File: src/rtl/sram_arb_pkg.sv
// Shared types for the SRAM round-robin arbiter.
// Holds the FSM state encoding and the burst counter width.
package sram_arb_pkg;

    typedef enum logic {
        IDLE = 1'b0,
        OWN  = 1'b1
    } arb_state_e;

    localparam int CNT_W = 4;

endpackage

File: src/rtl/sram_rr_arbiter_rr_pick.sv
// Round-robin picker: first set bit of req at or after start (wrapping).
// Ports: req (candidates), start (scan origin) -> gnt (one-hot), idx, any.
module rr_pick
    import sram_arb_pkg::*;
#(
    parameter int N  = 2,
    parameter int IW = 1
) (
    input  logic [N-1:0]  req,
    input  logic [IW-1:0] start,
    output logic [N-1:0]  gnt,
    output logic [IW-1:0] idx,
    output logic          any
);

    // Rotate so that bit 0 is the requester at start.
    logic [N-1:0] rot;
    int           off;
    int           sum;

    assign rot = N'({req, req} >> start);

    always_comb begin
        off = 0;
        any = 1'b0;
        // Descending scan: the lowest offset wins.
        for (int k = N - 1; k >= 0; k--) begin
            if (rot[k]) begin
                off = k;
                any = 1'b1;
            end
        end
        sum = int'(start) + off;
        if (sum >= N) begin
            sum = sum - N;
        end
        idx = IW'(sum);
    end

    always_comb begin
        gnt = '0;
        for (int i = 0; i < N; i++) begin
            gnt[i] = any && (idx == IW'(i));
        end
    end

endmodule

File: src/rtl/sram_rr_arbiter.sv
// Round-robin arbiter sharing one single-port SRAM with burst quantum.
// Ports: clk, rst (sync, active-low), per-requester valid/ready/we/addr/
// wdata, per-requester rsp_valid, shared rsp_rdata, SRAM addr/wdata/ena/rdata.
module sram_rr_arbiter
    import sram_arb_pkg::*;
#(
    parameter int NUM_REQ = 2,
    parameter int WL_ADDR = 8,
    parameter int WL_DATA = 32,
    parameter int QUANTUM = 4
) (
    input  logic                       clk,
    input  logic                       rst,
    input  logic [NUM_REQ-1:0]         req_valid,
    output logic [NUM_REQ-1:0]         req_ready,
    input  logic [NUM_REQ-1:0]         req_we,
    input  logic [NUM_REQ*WL_ADDR-1:0] req_addr,
    input  logic [NUM_REQ*WL_DATA-1:0] req_wdata,
    output logic [NUM_REQ-1:0]         rsp_valid,
    output logic [WL_DATA-1:0]         rsp_rdata,
    output logic [WL_ADDR-1:0]         sram_addr,
    output logic [WL_DATA-1:0]         sram_wdata,
    output logic                       sram_ena,
    input  logic [WL_DATA-1:0]         sram_rdata
);

    localparam int IW = (NUM_REQ > 1) ? $clog2(NUM_REQ) : 1;
    localparam logic [CNT_W-1:0] QMAX = CNT_W'(QUANTUM);

    arb_state_e         state_q, state_d;
    logic [IW-1:0]      owner_q, owner_d;
    logic [IW-1:0]      rr_ptr_q, rr_ptr_d;
    logic [CNT_W-1:0]   beat_q, beat_d;
    logic [NUM_REQ-1:0] rsp_valid_q, rsp_valid_d;

    logic [NUM_REQ-1:0] owner_oh;
    logic [NUM_REQ-1:0] pick_vec;
    logic [NUM_REQ-1:0] pick_gnt;
    logic [IW-1:0]      pick_idx;
    logic               pick_any;
    logic [NUM_REQ-1:0] gnt_oh;
    logic [IW-1:0]      gnt_idx;
    logic               granted;

    function automatic logic [IW-1:0] next_idx(input logic [IW-1:0] i);
        if (int'(i) == NUM_REQ - 1) begin
            return '0;
        end
        return i + IW'(1);
    endfunction

    assign owner_oh = NUM_REQ'(1) << owner_q;

    // While owning, rr_ptr is owner+1, so masking the owner makes the
    // picker return the next valid requester after the owner.
    assign pick_vec = (state_q == OWN) ? (req_valid & ~owner_oh)
                                       : req_valid;

    rr_pick #(
        .N  (NUM_REQ),
        .IW (IW)
    ) u_pick (
        .req   (pick_vec),
        .start (rr_ptr_q),
        .gnt   (pick_gnt),
        .idx   (pick_idx),
        .any   (pick_any)
    );

    always_comb begin
        state_d  = state_q;
        owner_d  = owner_q;
        rr_ptr_d = rr_ptr_q;
        beat_d   = beat_q;
        gnt_oh   = '0;
        gnt_idx  = '0;
        unique case (state_q)
            IDLE: begin
                if (pick_any) begin
                    gnt_oh   = pick_gnt;
                    gnt_idx  = pick_idx;
                    state_d  = OWN;
                    owner_d  = pick_idx;
                    rr_ptr_d = next_idx(pick_idx);
                    beat_d   = CNT_W'(1);
                end
            end
            OWN: begin
                if (!req_valid[owner_q] ||
                    (beat_q == QMAX && pick_any)) begin
                    if (pick_any) begin
                        gnt_oh   = pick_gnt;
                        gnt_idx  = pick_idx;
                        owner_d  = pick_idx;
                        rr_ptr_d = next_idx(pick_idx);
                        beat_d   = CNT_W'(1);
                    end else begin
                        state_d = IDLE;
                    end
                end else begin
                    gnt_oh  = owner_oh;
                    gnt_idx = owner_q;
                    // Saturate: a lone owner keeps streaming.
                    if (beat_q != QMAX) begin
                        beat_d = beat_q + CNT_W'(1);
                    end
                end
            end
        endcase
    end

    assign req_ready = rst ? gnt_oh : '0;
    assign granted   = |req_ready;

    always_comb begin
        sram_addr  = '0;
        sram_wdata = '0;
        sram_ena   = 1'b0;
        if (granted) begin
            sram_addr  = req_addr[int'(gnt_idx)*WL_ADDR +: WL_ADDR];
            sram_wdata = req_wdata[int'(gnt_idx)*WL_DATA +: WL_DATA];
            sram_ena   = req_we[gnt_idx];
        end
    end

    assign rsp_valid_d = req_ready & ~req_we;

    // Gating with rst drops a response already in flight.
    assign rsp_valid = rst ? rsp_valid_q : '0;
    assign rsp_rdata = sram_rdata;

    always_ff @(posedge clk) begin
        if (!rst) begin
            state_q     <= IDLE;
            owner_q     <= '0;
            rr_ptr_q    <= '0;
            beat_q      <= '0;
            rsp_valid_q <= '0;
        end else begin
            state_q     <= state_d;
            owner_q     <= owner_d;
            rr_ptr_q    <= rr_ptr_d;
            beat_q      <= beat_d;
            rsp_valid_q <= rsp_valid_d;
        end
    end

endmodule
File: config.mk
export PLATFORM = sky130hd
export DESIGN_NAME = sram_rr_arbiter
export DESIGN_NICKNAME = d
export VERILOG_FILES = /design/src/rtl/sram_arb_pkg.sv /design/src/rtl/sram_rr_arbiter_rr_pick.sv /design/src/rtl/sram_rr_arbiter.sv
export SDC_FILE = /design/constraint.sdc
export NUM_CORES = 1
export LEC_CHECK = 0
export ABC_AREA = 1
export CAP_MARGIN = 25
export CORE_AREA = 10 10 72 104
export DETAILED_ROUTE_END_ITERATION = 8
export DIE_AREA = 0 0 82 114
export PLACE_DENSITY_LB_ADDON = 0.2
export RECOVER_POWER = 25
export SKIP_CTS_REPAIR_TIMING = 1
export SYNTH_ARGS = -nofsm -noshare
export SYNTH_HDL_FRONTEND = slang
export SYNTH_SLANG_ARGS = --single-unit
export TNS_END_PERCENT = 20
File: constraint.sdc
create_clock -name clk -period 4.7 [get_ports clk]
set_input_delay 0.705 -clock clk [delete_from_list [all_inputs] [get_ports clk]]
set_output_delay 0.705 -clock clk [all_outputs]
set_load 0.05 [all_outputs]
==> flow_metrics.py <==
metrics = {
    "run_status": {
        "outcome": "finished, final reports clean",
    },
    "floorplan": {
        "dieArea_um2": 9350,
        "floorplan.initialDensity_pct": 26.5,
        "die_h_um": 114,
        "row_count": 34,
        "io_pins": 195,
        "die_x_um": 82,
        "core_um2": 5700,
    },
    "worst_setup_path": {
        "path_class": "primary input to output port",
        "worstPathArrival_ns": 3.10,
        "cp-end-kind": "output port",
        "start_kind": "primary input",
        "cp_data_required_time_ns": 3.99,
        "critPathMaxFanout": 43,
    },
    "sta": {
        "clock_skew_ns": 0.000708,
        "rsz0062_at_grt": "false",
        "drv_slew": 0,
        "post-route-min-period_ns": 3.81,
        "max_slew_margin_pct": 46.3,
        "setup_viol": 0,
        "hold_viol_final": 0,
        "max_clock_freq_ghz": 0.263,
        "worst_pin_slew_ns": 0.804,
        "post-route-period-util_pct": 81.0,
        "setup_tns_ns": 0,
    },
    "clocking": {
        "clk_latency_ns": 0.23,
        "clockBufferDepth": 2,
        "cts_tree": "built",
        "clk_pin_slew_ns": 0.04,
        "cts_sinks": 9,
        "htreeDepth": 1,
        "numCtsBuffers": 3,
        "clockRootBuffer": "clkbuf_8",
    },
    "layout": {
        "drive_gt1_share_pct": 23.0,
        "layout_commonest_cell": "clkdlybuf4s50_1",
        "fin_util_pct": 51.5,
        "layout_common_cells": "88 x clkdlybuf4s50_1, 50 x nand2_1, 45 x nand3_1",
        "final_nets": 456,
        "insertedDiodeCount": 0,
        "areaGrowthSynthToFinish_pct": 94.0,
    },
    "global_routing": {
        "grt_usage_pct": 15.1,
        "grt-ovfl-total": 0,
        "antenna_found_initial": 0,
        "grt_pass1_wl_um": 11000,
        "grt_pass1_vias": 2011,
        "grt_max_degree": 44,
    },
    "power_and_ir_drop": {
        "power_leakage_nw": 1.22,
        "vdd_drop_max_uv": 172,
        "intPower_mw": 0.395,
        "switching_share_pct": 48.7,
        "power.share.clock_pct": 11.2,
        "seq_power_share_pct": 11.5,
        "power.density_nw_per_um2": 262,
        "p_switching_mw": 0.374,
        "combPwrFrac_pct": 77.4,
    },
    "route": {
        "drc": 0,
        "totalWireLength_um": 7400,
        "first_pass_iters": 6,
        "vias": 1929,
        "routedWlPerCell_um": 18.2,
        "drtIter0Drc": 119,
        "ant_nets": 0,
        "viasPerCell": 4.74,
    },
    "synthesis": {
        "ys_top_cells_by_area": "buf_4 18%, nand3_1 15%, a21oi_1 14%",
        "ys_ff_latch": 9,
        "synth_cell_type_count": 21,
        "syn_nets": 368,
        "netlist.area_leader.share_pct": 17.9,
        "synthCells": 248,
        "synth_top_area_cell": "buf_4",
        "ys_seq_area_share_pct": 11.9,
        "syn_avg_cell_area_um2": 6.10,
        "yosysWarnings": 0,
        "syn_area_um2": 1510,
    },
    "flow_run": {
        "cap_violations": 0,
    },
    "hold_path": {
        "hp-class": "flip-flop to flip-flop",
    },
    "place": {
        "dp_hpwl_um": 6060,
        "gp_congestion": 0.827,
        "port_buffers": 130,
    },
}
==> area by class of cell <==
| type | instances | area, µm² |
|---|---|---|
| Fill cell | 590 | 2770 |
| Timing Repair Buffer | 131 | 1640 |
| Multi-Input combinational cell | 178 | 928 |
| Sequential cell | 9 | 180 |
| Tap cell | 72 | 90.1 |
| Inverter | 13 | 48.8 |
| Clock buffer | 4 | 45.0 |
==> through the flow <==
step / power (mW) / setup slack, ns / hold slack (ns) / cell area, µm² / std cells
floorplan: 0.496 / 1.83 / 0.441 / 1510 / 248
global placement: 0.686 / 0.909 / 0.458 / 2890 / 403
detailed placement: 0.692 / 0.861 / 0.464 / 2890 / 403
CTS: 0.782 / 0.851 / 0.470 / 2930 / 407
global route: 0.815 / 0.660 / 0.485 / 2930 / 407
finish: 0.769 / 0.891 / 0.470 / 2930 / 407
==> synthesized netlist by cell type <==
library cell,count
a21oi_1,41
a21oi_2,8
buf_2,8
buf_4,36
buf_6,4
dfxtp_1,9
ha_1,2
inv_1,11
inv_2,2
nand2_1,50
nand2_2,15
nand2_4,1
nand3_1,45
nand3_2,3
nand3_4,1
nand3b_1,1
nor2_1,4
nor2_2,1
nor3_1,1
o21ai_0,4
xor2_1,1
==> layer usage <==
| metal | vias up | GRT usage (%) | wire (µm) |
|---|---|---|---|
| li1 | 965 | - | - |
| met1 | 878 | 14.2 | 2500 |
| met2 | 70 | 29.7 | 4290 |
| met3 | 16 | 2.76 | 417 |
| met4 | 0 | 6.26 | 195 |
| met5 | - | 0 | 0 |
==> power by group through the flow <==
stage	logic, mW	registers (mW)	clock network (mW)
2_1_floorplan	0.408	0.0883	0
3_3_place_gp	0.597	0.0892	0
3_5_place_dp	0.602	0.0896	0
4_1_cts	0.603	0.0883	0.0900
5_1_grt	0.633	0.0894	0.0925
6_report	0.595	0.0883	0.0859
==> flip-flops by register name (all words and copies together) (netlist names) <==
register     flops
rr_ptr_q         1
beat_q           4
owner_q          1
rsp_valid_q      2
state_q          1
==> logic make-up (layout without fill, tap and decap cells) <==
| logic type | Yosys count | in the layout | share of synthesized area [%] |
|---|---|---|---|
| AND/OR/NAND/NOR | 122 | 122 | 39.6 |
| adder cells (fa/ha/maj) | 2 | 2 | 1.65 |
| AO/OA/AOI/OAI | 53 | 53 | 19.5 |
| flip-flops | 9 | 9 | 11.9 |
| buffers and inverters | 61 | 148 | 26.7 |
| XOR/XNOR | 1 | 1 | 0.579 |
==> path summary, 6_finish.rpt <==
path | start | end | slack (ns) | depth (start not counted)
max | req_valid[0] | sram_wdata[18] | 0.89 | 9
min | beat_q[3] | beat_q[3] | 0.47 | 2
max reg2reg | beat_q[0] | rsp_valid_q[1] | 2.58 | 8
min reg2reg | beat_q[3] | beat_q[3] | 0.47 | 2
==> worst max-delay path, stage by stage <==
cell	delay, ns
clkdlybuf4s50_1	0.49
nand2_2	0.14
nand2_2	0.08
nand2_2	0.08
nand3_4	0.37
nand2_4	0.59
nand2_1	0.14
a21oi_1	0.30
buf_12	0.18
(Power assumes the default switching activity.)
